[src/rtl/neuron_core_pkg.sv]
// Shared types and constants for the neuron_core Wishbone arbiter.
package neuron_core_pkg;

    typedef enum logic [1:0] {
        IDLE = 2'd0,
        OWN0 = 2'd1,
        OWN1 = 2'd2
    } nca_state_e;

    localparam logic [31:0] NCA_TO_DATA = 32'hDEAD_0BAD;

    localparam int M0 = 0;
    localparam int M1 = 1;

endpackage

[src/rtl/nca_rr_pick.sv]
// Two-way round-robin picker: one-hot grant from a request pair.
// ptr=0 favours master 0 on contention, ptr=1 favours master 1.
module nca_rr_pick
    import neuron_core_pkg::*;
(
    input  logic [1:0] req,
    input  logic       ptr,
    output logic [1:0] gnt
);

    always_comb begin
        gnt = 2'b00;
        unique case (1'b1)
            (req == 2'b11) && !ptr: gnt[M0] = 1'b1;
            (req == 2'b11) &&  ptr: gnt[M1] = 1'b1;
            (req == 2'b01):         gnt[M0] = 1'b1;
            (req == 2'b10):         gnt[M1] = 1'b1;
            default:                gnt = 2'b00;
        endcase
    end

endmodule

[src/rtl/neuron_core_wb_arbiter.sv]
// Two-master Wishbone classic arbiter in front of neuron_core.
// Define NCA_TIMEOUT_EN to enable the hung-slave access timeout.
module neuron_core_wb_arbiter
    import neuron_core_pkg::*;
#(
    parameter int AW        = 32,
    parameter int DW        = 32,
    parameter int TO_CYCLES = 255
) (
    input  logic          clk,
    input  logic          rst,
    input  logic          m0_cyc_i,
    input  logic          m0_stb_i,
    input  logic          m0_we_i,
    input  logic [DW/8-1:0] m0_sel_i,
    input  logic [AW-1:0] m0_adr_i,
    input  logic [DW-1:0] m0_dat_i,
    output logic          m0_ack_o,
    output logic [DW-1:0] m0_dat_o,
    input  logic          m1_cyc_i,
    input  logic          m1_stb_i,
    input  logic          m1_we_i,
    input  logic [DW/8-1:0] m1_sel_i,
    input  logic [AW-1:0] m1_adr_i,
    input  logic [DW-1:0] m1_dat_i,
    output logic          m1_ack_o,
    output logic [DW-1:0] m1_dat_o,
    output logic          s_cyc_o,
    output logic          s_stb_o,
    output logic          s_we_o,
    output logic [DW/8-1:0] s_sel_o,
    output logic [AW-1:0] s_adr_o,
    output logic [DW-1:0] s_dat_o,
    input  logic          s_ack_i,
    input  logic [DW-1:0] s_dat_i,
    output logic [1:0]    gnt_o,
    output logic          to_flag_o,
    input  logic          to_clr_i
);

    nca_state_e state;
    logic       ptr;
    logic [1:0] gnt_q;
    logic [1:0] pick;
    logic       to_fire;

    logic            o_cyc, o_stb, o_we;
    logic [DW/8-1:0] o_sel;
    logic [AW-1:0]   o_adr;
    logic [DW-1:0]   o_dat;
    logic            rsp_ack;
    logic [DW-1:0]   rsp_dat;

    nca_rr_pick u_pick (
        .req ({m1_cyc_i & m1_stb_i, m0_cyc_i & m0_stb_i}),
        .ptr (ptr),
        .gnt (pick)
    );

    always_ff @(posedge clk or negedge rst) begin
        if (!rst) begin
            state <= IDLE;
            ptr   <= 1'b0;
            gnt_q <= 2'b00;
        end else begin
            unique case (state)
                IDLE: begin
                    if (pick[M0]) begin
                        state <= OWN0;
                        gnt_q <= pick;
                    end else if (pick[M1]) begin
                        state <= OWN1;
                        gnt_q <= pick;
                    end
                end
                OWN0: begin
                    if (!m0_cyc_i) begin
                        state <= IDLE;
                        ptr   <= 1'b1;
                        gnt_q <= 2'b00;
                    end
                end
                OWN1: begin
                    if (!m1_cyc_i) begin
                        state <= IDLE;
                        ptr   <= 1'b0;
                        gnt_q <= 2'b00;
                    end
                end
                default: begin
                    state <= IDLE;
                    gnt_q <= 2'b00;
                end
            endcase
        end
    end

    always_comb begin
        o_cyc = 1'b0;
        o_stb = 1'b0;
        o_we  = 1'b0;
        o_sel = '0;
        o_adr = '0;
        o_dat = '0;
        unique case (state)
            OWN0: begin
                o_cyc = m0_cyc_i;
                o_stb = m0_stb_i;
                o_we  = m0_we_i;
                o_sel = m0_sel_i;
                o_adr = m0_adr_i;
                o_dat = m0_dat_i;
            end
            OWN1: begin
                o_cyc = m1_cyc_i;
                o_stb = m1_stb_i;
                o_we  = m1_we_i;
                o_sel = m1_sel_i;
                o_adr = m1_adr_i;
                o_dat = m1_dat_i;
            end
            default: ;
        endcase
    end

    assign s_cyc_o = o_cyc;
    assign s_stb_o = o_stb & ~to_fire;
    assign s_we_o  = o_we;
    assign s_sel_o = o_sel;
    assign s_adr_o = o_adr;
    assign s_dat_o = o_dat;
    assign gnt_o   = gnt_q;

    // Acks with the owner's stb low are stray and never forwarded.
    assign rsp_ack = (o_stb & s_ack_i) | to_fire;
    assign rsp_dat = to_fire ? DW'(NCA_TO_DATA) : s_dat_i;

    assign m0_ack_o = gnt_q[M0] & rsp_ack;
    assign m1_ack_o = gnt_q[M1] & rsp_ack;
    assign m0_dat_o = gnt_q[M0] ? rsp_dat : '0;
    assign m1_dat_o = gnt_q[M1] ? rsp_dat : '0;

`ifdef NCA_TIMEOUT_EN
    logic [15:0] to_cnt;
    logic        to_flag_q;

    assign to_fire   = o_stb && (to_cnt == 16'(TO_CYCLES));
    assign to_flag_o = to_flag_q;

    always_ff @(posedge clk or negedge rst) begin
        if (!rst) begin
            to_cnt    <= '0;
            to_flag_q <= 1'b0;
        end else begin
            if (!o_stb || s_ack_i || to_fire) begin
                to_cnt <= '0;
            end else begin
                to_cnt <= to_cnt + 16'd1;
            end
            if (to_fire) begin
                to_flag_q <= 1'b1;
            end else if (to_clr_i) begin
                to_flag_q <= 1'b0;
            end
        end
    end
`else
    logic unused_to;

    assign to_fire   = 1'b0;
    assign to_flag_o = 1'b0;
    assign unused_to = to_clr_i ^ (TO_CYCLES == 0);
`endif

endmodule

[config.mk]
export PLATFORM = sky130hd
export DESIGN_NAME = neuron_core_wb_arbiter
export DESIGN_NICKNAME = d
export VERILOG_FILES = /design/src/rtl/neuron_core_pkg.sv /design/src/rtl/nca_rr_pick.sv /design/src/rtl/neuron_core_wb_arbiter.sv
export SDC_FILE = /design/constraint.sdc
export NUM_CORES = 1
export LEC_CHECK = 0
export ABC_AREA = 1
export CAP_MARGIN = 20
export CORE_AREA = 2 2 123 125
export CTS_CLUSTER_SIZE = 12
export DETAILED_ROUTE_END_ITERATION = 8
export DIE_AREA = 0 0 125 127
export GPL_TIMING_DRIVEN = 0
export HOLD_SLACK_MARGIN = 0.15
export PLACE_DENSITY = 0.63
export SLEW_MARGIN = 10
export SYNTH_ARGS = -nofsm -noshare
export SYNTH_HDL_FRONTEND = slang
export SYNTH_SLANG_ARGS = --single-unit
[constraint.sdc]
create_clock -name clk -period 2.1 [get_ports clk]
set_input_delay 0.525 -clock clk [delete_from_list [all_inputs] [get_ports clk]]
set_output_delay 0.525 -clock clk [all_outputs]
set_load 0.02 [all_outputs]
==> impl_metrics.json <==
{
  "fillerInstances": 1569,
  "clock_power_share_pct": 4.9,
  "track_usage_pct": 14.8,
  "clock_root_buffer": "sky130_fd_sc_hd__clkbuf_16",
  "layout_setup_ws_ns": -0.0997,
  "synth_edf_count": 0,
  "detail_route.drc_violations": 0,
  "via_per_inst": 4.02,
  "vias": 3730,
  "power_density_nw_per_um2": 1070,
  "worst_flop_to_flop_path_endpoint": "state[1]",
  "antenna-diode-count": 0,
  "global_route.overflow_total": 0,
  "cp.buffers_inverters": 5,
  "p_switching_w": 0.00325,
  "postSynthCellCount": 414,
  "chipWidth_um": 125,
  "period_needed_ns": 2.20,
  "failed_checks": "negative setup slack",
  "dp_hpwl_um": 10400,
  "top_ff_cell_synth": "sky130_fd_sc_hd__dfrtp_1",
  "area_growth_syn_to_layout_pct": 204,
  "grt_antenna_before_repair": 0,
  "critPathLaunchType": "flip-flop",
  "count_of_antenna_violating_nets_left_after_detailed_routing": 0,
  "critPathCaptureType": "primary output",
  "die_area_um2": 15900,
  "synth.top_cells.by_area": "sky130_fd_sc_hd__nand2_1 44%, sky130_fd_sc_hd__a21oi_1 19%, sky130_fd_sc_hd__inv_1 15%",
  "dp_cells": 913,
  "critical_path.top_delay_family": "buffers and inverters",
  "htree_levels": 1,
  "io_buffer_count": 315,
  "setup_total_negative_slack_ns": -2.86,
  "max-cap-violations": 0,
  "design.final.nets": 926,
  "routedWlPerCell_um": 14.0,
  "synth.most_common_cell": "sky130_fd_sc_hd__nand2_1",
  "share_seq_of_total_power_pct": 2.4,
  "worst_path_cell_trace": "buf_6, inv_8, ha_4, buf_12, inv_4, o22ai_4, nand3_2, nor2_1, buf_4",
  "final.setup_skew_ns": 0.000881,
  "r2r_worst_path_depth": 9,
  "deepest_clock_path_buffer_count": 2,
  "grt_start_max_net_pins": 11,
  "worst-path-max-fanout": 6,
  "power.leakage_nw": 2.97,
  "synth_area_leader_cell": "sky130_fd_sc_hd__nand2_1",
  "reg2reg_setup_slack_ns": 0.61,
  "holdCritPathClass": "input port to asynchronous set/reset pin",
  "timing.critical_path.required_ns": 1.57,
  "result_of_the_run": "finished, violations left",
  "initial_standard_cell_utilization_of_the_core_pct": 12.7,
  "postSynthRegisterBits": 4,
  "timing.setup.critical_path_class": "flip-flop to primary output",
  "synth.cell_area_um2": 1840,
  "syn_area_per_cell_um2": 4.44,
  "p_int_w": 0.00274,
  "clk-insertion-delay-late_ns": 0.22,
  "maxClockFrequency_ghz": 0.455,
  "peakVddDrop_uv": 478,
  "final_weighted_congestion_of_routability_driven_global_placement": 0.795,
  "crit_arrival_ns": 1.67,
  "rr_startpoint": "state[1]",
  "synth.top_cell.area_share_pct": 44.1,
  "top_level_ports": 318,
  "maxSlewViolCount": 0,
  "synthArstFlopShare_pct": 100,
  "clkTransAtPathRegs_ns": 0.03,
  "ys_seq_area_share_pct": 5.45,
  "grt_pass1_wl_um": 19400,
  "row_count": 44,
  "routed_wl_um": 13000,
  "power.share.combinational_pct": 92.7,
  "power.share.switching_pct": 54.3,
  "timing.final.crit_share_pct": 105,
  "dr.pass1.iters": 4,
  "yosysWarningCount": 0,
  "core_region_area_um2": 14400,
  "synth_fp_nets": 595,
  "synth_common_cells": "216 x sky130_fd_sc_hd__nand2_1, 74 x sky130_fd_sc_hd__inv_1, 69 x sky130_fd_sc_hd__a21oi_1",
  "cts_hold_buffers": 0,
  "final-instance-count-excl-fill": 927,
  "slowest_stage": "sky130_fd_sc_hd__dfrtp_1",
  "netlist-cell-type-count": 15,
  "unrepaired_setup_endpoints_after_global_routing": "yes",
  "vias_in_the_first_global_route": 3675,
  "timing.final.setup_violations": 58,
  "post_route_cells_drive_above_1_share_pct": 22.1,
  "cts_tree": "yes",
  "die_h_um": 127,
  "cts_buffers": 3,
  "initialDrtViolationCount": 90,
  "timing.final.hold_violations": 0,
  "cpPeakStageDelay_ns": 0.38,
  "cts_sinks": 4
}
-- worst max path at each step --
stage | from | end | slack (ns) | cells past startpoint
after floorplan | state[0] | s_adr_o[0] | 0.11 | 6
final | state[0] | m1_ack_o | -0.1 | 9
after global placement | state[0] | s_sel_o[2] | -0.87 | 7
after detailed placement | state[0] | s_sel_o[2] | -0.84 | 7
after CTS | state[0] | m1_ack_o | -0.17 | 9
after global routing | state[0] | m1_ack_o | -0.20 | 9
-- stage by stage --
step	util (%)	setup slack (ns)	power [W]	cell area (µm²)	hold WS (ns)
final	38.7	-0.0997	0.00599	5580	0.518
after global routing	38.7	-0.203	0.00646	5580	0.525
after global placement	36.2	-0.873	0.00500	5220	0.500
after detailed placement	36.2	-0.841	0.00499	5220	0.508
after floorplan	-	0.114	0.00266	1840	0.229
after CTS	36.5	-0.173	0.00553	5260	0.522
-- registers in the layout (all words and copies together), names as in the netlist --
register and count:
ptr 1, state 2, gnt_o 1
-- cell usage in the layout (no fill, tap or decap), types with 2 or more instances in the layout --
| master | n |
|---|---|
| sky130_fd_sc_hd__buf_12 | 3 |
| sky130_fd_sc_hd__dlymetal6s2s_1 | 2 |
| sky130_fd_sc_hd__a21oi_2 | 24 |
| sky130_fd_sc_hd__buf_4 | 77 |
| sky130_fd_sc_hd__buf_8 | 4 |
| sky130_fd_sc_hd__nand4_1 | 2 |
| sky130_fd_sc_hd__a21oi_4 | 2 |
| sky130_fd_sc_hd__inv_1 | 71 |
| sky130_fd_sc_hd__nand2_1 | 212 |
| sky130_fd_sc_hd__ha_4 | 3 |
| sky130_fd_sc_hd__nand2_4 | 2 |
| sky130_fd_sc_hd__dfrtp_1 | 3 |
| sky130_fd_sc_hd__dlygate4sd2_1 | 63 |
| sky130_fd_sc_hd__clkbuf_16 | 4 |
| sky130_fd_sc_hd__nor2_1 | 2 |
| sky130_fd_sc_hd__clkbuf_8 | 4 |
| sky130_fd_sc_hd__buf_6 | 24 |
| sky130_fd_sc_hd__buf_2 | 4 |
| sky130_fd_sc_hd__inv_4 | 2 |
| sky130_fd_sc_hd__clkdlybuf4s50_1 | 176 |
| sky130_fd_sc_hd__nand3_1 | 2 |
| sky130_fd_sc_hd__nand2_2 | 2 |
| sky130_fd_sc_hd__inv_2 | 2 |
| sky130_fd_sc_hd__a21oi_1 | 43 |
-- power groups by stage --
stage,Sequential (W),Clock (W),Combinational (W)
after floorplan,0.000142,0,0.00252
after global placement,0.000140,0,0.00486
after detailed placement,0.000138,0,0.00485
after CTS,0.000141,0.000300,0.00509
after global routing,0.000147,0.000309,0.00600
final,0.000142,0.000296,0.00555
-- layout make-up --
class                      instances  area, µm²  area share (%)
clock buffer                       3       75.1            1.34
tap                              184        230            4.12
inverter                          77        307            5.49
sequential                         4        101            1.82
timing repair buffer             327       3060            54.8
buffer                            32        355            6.36
multi-input combinational        300       1450            26.0
-- cell families (layout without fill, tap and decap cells) --
group           Yosys count  in the layout  share of synthesized area [%]
fa+ha+maj                 3              3                           2.04
simple gates            225            225                           46.5
other cells               1              1                          0.204
compound gates           71             71                           19.9
buf+inv                 110            439                           26.0
flops                     4              4                           5.45
-- repair_timing --
action	in CTS	in global routing
resized for setup	477	81
pin swaps	1	10
cloned	2	1
buffers inserted	1	8
hold endpoints to repair	0	0
setup endpoints to repair	137	73
-- routing by layer --
metal  up-vias  share of wire (%)  track usage (%)
met3        14                8.1             3.35
li1       1880                  -                -
met1      1632                 38             17.2
met2       204                 52             28.0
met4         0                1.4             2.75
met5         -                  0                0
(Power assumes the default switching activity.)
